==> src/rtl/fpu_pkg.sv <==
// Shared constants, classes and stage-register layouts for the pipelined
// binary32 adder/subtractor.
package fpu_pkg;
  localparam int EXP_W = 8;
  localparam int MAN_W = 23;
  localparam int BIAS  = 127;

  localparam logic [31:0]      QNAN    = 32'h7FC0_0000;
  localparam logic [31:0]      MAXF    = 32'h7F7F_FFFF;
  localparam logic [EXP_W-1:0] EXP_MAX = '1;

  typedef enum logic [1:0] {ZERO, NORM, INF, NAN} fp_class_e;
  typedef enum logic [1:0] {SPC_NONE, SPC_NAN, SPC_INF, SPC_ZERO} spc_e;

  // Aligned operands: A has the larger magnitude, B is pre-shifted into {man,G,R,S}
  typedef struct packed {
    logic             sign_a;
    logic             sign_b;
    logic [EXP_W-1:0] expo;
    logic [MAN_W+3:0] man_a;
    logic [MAN_W+3:0] man_b;
    fp_class_e        cls_a;
    fp_class_e        cls_b;
    logic             rnd;
  } s1_t;

  typedef struct packed {
    logic             sign;
    logic [EXP_W-1:0] expo;
    logic [MAN_W+4:0] sum;
    spc_e             spc;
    logic             spc_sign;
    logic             rnd;
  } s2_t;

  // Subnormals fall into ZERO: the datapath flushes them
  function automatic fp_class_e fp_class(input logic [31:0] x);
    if (x[30:23] == '0)     return ZERO;
    if (x[30:23] == EXP_MAX) return (x[22:0] != '0) ? NAN : INF;
    return NORM;
  endfunction
endpackage

==> src/rtl/fpu_lzc28.sv <==
// Leading-zero count over 28 bits; an all-zero input reports 28.
module fpu_lzc28 (
  input  logic [27:0] din,
  output logic [4:0]  cnt
);
  always_comb begin
    cnt = 5'd28;
    for (int i = 0; i < 28; i++)
      if (din[i]) cnt = 5'(27 - i);
  end
endmodule

==> src/rtl/fpu_add_sub_pipe.sv <==
// Three-stage binary32 add/sub (align, add, normalise/round) with a single
// global stall driven by output backpressure.
module fpu_add_sub_pipe
  import fpu_pkg::*;
#(
  parameter int TAG_W = 4,
  parameter int FTZ   = 1
) (
  input  logic             i_clk,
  input  logic             i_rst_n,
  input  logic             i_valid,
  output logic             o_ready,
  input  logic             i_add_sub,
  input  logic             i_rnd,
  input  logic [31:0]      i_32_a,
  input  logic [31:0]      i_32_b,
  input  logic [TAG_W-1:0] i_tag,
  output logic             o_valid,
  input  logic             i_ready,
  output logic [31:0]      o_32_s,
  output logic [TAG_W-1:0] o_tag,
  output logic [2:0]       o_flags
);
  localparam int STAGES = 3;

  if (FTZ != 1) begin : g_ftz_only
  end

  logic              en;
  logic [STAGES-1:0] vld_pipe;
  logic [TAG_W-1:0]  tag_s1, tag_s2;
  s1_t               s1_d, s1_q;
  s2_t               s2_d, s2_q;

  assign en      = ~o_valid | i_ready;
  assign o_ready = en;
  assign o_valid = vld_pipe[STAGES-1];

  // S1: classify, order by magnitude, align the smaller operand
  fp_class_e   ca, cb, c_big, c_sml;
  logic        sb_eff, swap;
  logic [30:0] mag_a, mag_b;
  logic [31:0] big, sml;
  logic [23:0] m_sml;
  logic [7:0]  dexp;
  logic [53:0] ext;

  always_comb begin
    sb_eff = i_32_b[31] ^ i_add_sub;
    ca     = fp_class(i_32_a);
    cb     = fp_class(i_32_b);
    mag_a  = (ca == ZERO) ? '0 : i_32_a[30:0];
    mag_b  = (cb == ZERO) ? '0 : i_32_b[30:0];
    swap   = mag_b > mag_a;
    big    = swap ? {sb_eff, i_32_b[30:0]} : i_32_a;
    sml    = swap ? i_32_a : {sb_eff, i_32_b[30:0]};
    c_big  = swap ? cb : ca;
    c_sml  = swap ? ca : cb;
    m_sml  = (c_sml == NORM) ? {1'b1, sml[22:0]} : '0;
    dexp   = big[30:23] - sml[30:23];
    ext    = {m_sml, 3'b000, 27'd0} >> dexp;

    s1_d.sign_a = big[31];
    s1_d.sign_b = sml[31];
    s1_d.expo   = big[30:23];
    s1_d.man_a  = (c_big == NORM) ? {1'b1, big[22:0], 3'b000} : '0;
    s1_d.man_b  = (dexp >= 8'd27) ? {26'd0, |m_sml}
                                  : ext[53:27] | {26'd0, |ext[26:0]};
    s1_d.cls_a  = c_big;
    s1_d.cls_b  = c_sml;
    s1_d.rnd    = i_rnd;
  end

  // S2: magnitude add/subtract and special-case decode
  logic eq_sign;

  always_comb begin
    eq_sign       = s1_q.sign_a == s1_q.sign_b;
    s2_d.sign     = s1_q.sign_a;
    s2_d.expo     = s1_q.expo;
    s2_d.rnd      = s1_q.rnd;
    s2_d.sum      = eq_sign ? {1'b0, s1_q.man_a} + {1'b0, s1_q.man_b}
                            : {1'b0, s1_q.man_a} - {1'b0, s1_q.man_b};
    s2_d.spc      = SPC_NONE;
    s2_d.spc_sign = s1_q.sign_a;
    // B can only be infinite when A is too, so A's class decides inf results
    if (s1_q.cls_a == NAN || s1_q.cls_b == NAN ||
        (s1_q.cls_a == INF && s1_q.cls_b == INF && !eq_sign))
      s2_d.spc = SPC_NAN;
    else if (s1_q.cls_a == INF)
      s2_d.spc = SPC_INF;
    else if (s2_d.sum == '0) begin
      s2_d.spc      = SPC_ZERO;
      s2_d.spc_sign = s1_q.sign_a & s1_q.sign_b;
    end
  end

  // S3: normalise, round, pack
  logic [4:0]  lz;
  logic [26:0] shl, m;
  logic [9:0]  e, e_f;
  logic        up, ovf, unf;
  logic [24:0] mr;
  logic [22:0] frac;
  logic [31:0] res_d;
  logic [2:0]  flags_d;

  fpu_lzc28 u_lzc (.din(s2_q.sum), .cnt(lz));

  always_comb begin
    shl = s2_q.sum[26:0] << (lz - 5'd1);
    if (s2_q.sum[27]) begin
      m = {s2_q.sum[27:2], |s2_q.sum[1:0]};
      e = {2'b00, s2_q.expo} + 10'd1;
    end else begin
      // hidden bit sits at sum[26], so one leading zero means already normal
      m = shl;
      e = {2'b00, s2_q.expo} - {5'd0, lz} + 10'd1;
    end
    up   = ~s2_q.rnd & m[2] & (m[1] | m[0] | m[3]);
    mr   = {1'b0, m[26:3]} + {24'd0, up};
    frac = mr[24] ? mr[23:1] : mr[22:0];
    e_f  = e + {9'd0, mr[24]};
    ovf  = ~e_f[9] & (e_f >= 10'd255);
    unf  = e_f[9] | (e_f == 10'd0);

    flags_d = 3'b000;
    case (s2_q.spc)
      SPC_NAN: begin
        res_d   = QNAN;
        flags_d = 3'b100;
      end
      SPC_INF:  res_d = {s2_q.spc_sign, EXP_MAX, 23'd0};
      SPC_ZERO: res_d = {s2_q.spc_sign, 31'd0};
      default: begin
        if (ovf) begin
          res_d   = s2_q.rnd ? {s2_q.sign, MAXF[30:0]} : {s2_q.sign, EXP_MAX, 23'd0};
          flags_d = 3'b010;
        end else if (unf) begin
          res_d   = {s2_q.sign, 31'd0};
          flags_d = 3'b001;
        end else
          res_d = {s2_q.sign, e_f[7:0], frac};
      end
    endcase
  end

  always_ff @(posedge i_clk) begin
    if (!i_rst_n) begin
      vld_pipe <= '0;
      s1_q     <= '0;
      s2_q     <= '0;
      tag_s1   <= '0;
      tag_s2   <= '0;
      o_32_s   <= '0;
      o_tag    <= '0;
      o_flags  <= '0;
    end else if (en) begin
      vld_pipe <= {vld_pipe[STAGES-2:0], i_valid};
      s1_q     <= s1_d;
      s2_q     <= s2_d;
      tag_s1   <= i_tag;
      tag_s2   <= tag_s1;
      o_32_s   <= res_d;
      o_tag    <= tag_s2;
      o_flags  <= flags_d;
    end
  end
endmodule
==> config.mk <==
export PLATFORM = sky130hd
export DESIGN_NAME = fpu_add_sub_pipe
export DESIGN_NICKNAME = d
export VERILOG_FILES = /design/src/rtl/fpu_pkg.sv /design/src/rtl/fpu_lzc28.sv /design/src/rtl/fpu_add_sub_pipe.sv
export SDC_FILE = /design/constraint.sdc
export NUM_CORES = 1
export LEC_CHECK = 0
export CORE_UTILIZATION = 25
export CTS_CLUSTER_SIZE = 30
export DETAILED_ROUTE_END_ITERATION = 8
export SLEW_MARGIN = 20
export SYNTH_ARGS = -nofsm -noshare
export SYNTH_HDL_FRONTEND = slang
export SYNTH_SLANG_ARGS = --single-unit
==> constraint.sdc <==
create_clock -name i_clk -period 9.64 [get_ports i_clk]
set_clock_uncertainty 0.1 [all_clocks]
set_input_delay 0.964 -clock i_clk [delete_from_list [all_inputs] [get_ports i_clk]]
set_output_delay 0.964 -clock i_clk [all_outputs]
set_load 0.03 [all_outputs]
==> results.sh <==
export IMPL_clk_latency_ns=0.47
export IMPL_cts_made_buffers=17
export IMPL_critical_path_class="reg -> reg"
export IMPL_gp_congestion=0.9703
export IMPL_netlist_area_sq_um=15640
export IMPL_p_per_area_nw_per_um2=346.4
export IMPL_yosys_most_used_dff="dfxtp_1"
export IMPL_htreeDepth=4
export IMPL_vdd_drop_max_mv=0.2125
export IMPL_grt_pass1_wl_mm=88.89
export IMPL_grtUsageTotal_pct=17.59
export IMPL_grt_overflow_total=0
export IMPL_ys_warn_count=0
export IMPL_drt_iter0_drc=1326
export IMPL_layout_common_cells="nand2_1, a21oi_1, nor2_1"
export IMPL_clockBufferDepth=2
export IMPL_drc=0
export IMPL_port_buffer_count=114
export IMPL_initial_core_util_pct=25.34
export IMPL_worstSetupEndpointType="flop"
export IMPL_cts_hold_fix_buffers=0
export IMPL_clkTransAtPathRegs_ns=0.07
export IMPL_drive_gt1_share_pct=8.565
export IMPL_die_w_microns=252.1
export IMPL_worstPathMaxFanout=11
export IMPL_drv_cap=0
export IMPL_drtPass1Iterations=8
export IMPL_post_drt_wl_per_cell_microns=18.83
export IMPL_postSynthAreaPerCell_sq_um=7.398
export IMPL_synth_edff_count=0
export IMPL_fin_crit_sh_pct=89.46
export IMPL_area_growth_syn_to_layout_pct=16.32
export IMPL_syn_nets=2264
export IMPL_post_cts_buffers=0
export IMPL_synthCells=2114
export IMPL_core_area_sq_um=61710
export IMPL_synth_seq_area_share_pct=20.10
export IMPL_dieArea_sq_um=63560
export IMPL_async_flop_share_pct=0
export IMPL_critPathMaxStageDelay_ns=0.60
export IMPL_cp_start_kind="flop"
export IMPL_vias_per_cell=5.442
export IMPL_total_power_mw=6.302
export IMPL_wirelength_mm=56.43
export IMPL_setup_slack_ns=1.016
export IMPL_hold_viol_final=0
export IMPL_final_common_cell="nand2_1"
export IMPL_worstPathArrival_ns=8.92
export IMPL_fin_nets=2297
export IMPL_tightest_slew_ns=1.154
export IMPL_holdPathStages=2
export IMPL_finalSetupViolations=0
export IMPL_rr_worst_depth=27
export IMPL_dp_hpwl_mm=42.80
export IMPL_p_leak_nw=6.942
export IMPL_antennaDiodeCount=0
export IMPL_status="completed"
export IMPL_hold_class="reg -> reg"
export IMPL_slew_viol_final=0
export IMPL_cts_tree="done"
export IMPL_ys_types=103
export IMPL_rsz0062_at_grt="false"
export IMPL_antenna_found_initial=1
export IMPL_cp_common_cell="nor2_1"
export IMPL_std_cell_rows=91
export IMPL_fmax_mhz=116.0
export IMPL_ios=115
export IMPL_grt_max_degree=75
export IMPL_cp_required_ns=9.93
export IMPL_num_fill_cells=6859
export IMPL_die_height_microns=252.1
export IMPL_dp_slack_ns=0.7735
export IMPL_setup_tns_ns=0
export IMPL_root_buffer="clkbuf_16"
export IMPL_relSlewSlack_pct=22.80
export IMPL_ant_nets=0
export IMPL_yosys_register_bits=157
export IMPL_grt_pass1_vias=15400
export IMPL_period_needed_ns=8.624
export IMPL_cts_sinks=157
export IMPL_cpMaxStageDelayCell="dfxtp_1"
export IMPL_cts_resized=0
export IMPL_num_vias=16310
kinds of logic after synthesis:
group                      count (synthesis)  synth area share, %
adders and majority gates                 78                6.305
buffers and inverters                    193                5.064
AOI/OAI and AO/OA                        593                25.28
muxes                                    141                11.68
and+or+nand+nor                          859                26.15
DFF                                      157                20.10
xor gates and xnor gates                  93                5.416
Yosys cell counts, types with 11 or more instances:
master / count / share of area, %
clkbuf_1: 113 / 2.7
nand2_1: 332 / 8.0
xor2_1: 28 / 1.6
nor2b_1: 25 / 1.0
nand2b_1: 22 / 0.88
ha_1: 74 / 5.9
a22oi_1: 20 / 0.96
a31oi_1: 18 / 0.72
nor4_1: 28 / 1.1
xnor2_1: 63 / 3.5
o21a_1: 14 / 0.67
a311oi_1: 13 / 0.73
a21oi_1: 188 / 6.0
mux2i_1: 85 / 5.4
a221oi_1: 14 / 0.78
mux4_2: 30 / 4.3
o31ai_1: 25 / 1.2
a211oi_1: 34 / 1.6
buf_1: 15 / 0.36
a21o_1: 19 / 0.91
nor2_1: 188 / 4.5
inv_1: 39 / 0.94
o21ai_0: 95 / 3.0
o22ai_1: 12 / 0.48
buf_2: 15 / 0.48
o211ai_1: 22 / 1.1
or3_1: 23 / 0.92
mux2_2: 24 / 1.7
and2_1: 40 / 1.6
dfxtp_1: 157 / 20
nor3_1: 44 / 1.4
nand4_1: 28 / 1.1
nand3_1: 59 / 1.9
or4_1: 11 / 0.53
per-layer routing:
layer  global-route usage, %  vias up  wire [microns]
met4                   6.476        2            1672
met3                   2.183      120            3072
li1                        -     7860               -
met1                   22.47     7679           24990
met2                   30.14      650           26680
met5                       0        -              16
path summary, 6_finish.rpt:
kind                     end  startpoint  slack, ns
setup / recovery  o_32_s[12]     s2_q[6]       1.02
hold / removal      o_tag[2]    o_tag[2]       0.35
setup reg to reg  o_32_s[12]     s2_q[6]       1.02
hold reg to reg     o_tag[2]    o_tag[2]       0.35
sequential cells by signal, indices dropped and copies added, names as in the netlist:
name	cells
tag_s2	4
s1_q	66
o_32_s	32
o_flags	3
o_tag	4
tag_s1	4
s2_q	41
vld_pipe	3
worst max-delay path, delay by kind of cell, from the launching register on:
kind / cells / cell delay, ns
DFF: 1 / 0.60
buffers and inverters: 1 / 0.16
AOI/OAI and AO/OA: 9 / 2.97
adders and majority gates: 2 / 0.52
and+or+nand+nor: 15 / 4.17
metrics by stage:
| step | cell area, sq um | hold WS, ns | instances | util [%] |
|---|---|---|---|---|
| after floorplan | 15640 | 0.3321 | 2114 | - |
| after CTS | 18190 | 0.3524 | 2997 | 29.48 |
| after detailed placement | 17600 | 0.3424 | 2965 | 28.52 |
| after global placement | 17600 | 0.3404 | 2965 | 28.52 |
| after global routing | 18190 | 0.3718 | 2997 | 29.48 |
| final | 18190 | 0.3491 | 2997 | 29.48 |
report_power, final:
| group | total (mW) | leakage (nW) | switching (mW) | internal, mW |
|---|---|---|---|---|
| registers | 0.896 | 1.29 | 0.138 | 0.758 |
| logic | 4.71 | 5.36 | 2.82 | 1.89 |
| clock network | 0.692 | 0.288 | 0.343 | 0.349 |
area by class of cell:
class / count / area, sq um / area share [%]
inverters: 42 / 161.4 / 0.8873
repair buffers: 165 / 1524 / 8.377
clock inverters: 15 / 162.7 / 0.8941
multi-input cells: 1764 / 11730 / 64.47
flip-flops and latches: 157 / 3143 / 17.28
clock buffers: 17 / 425.4 / 2.339
well taps: 837 / 1047 / 5.757
Note: power is estimated with default switching activity, not from simulation.
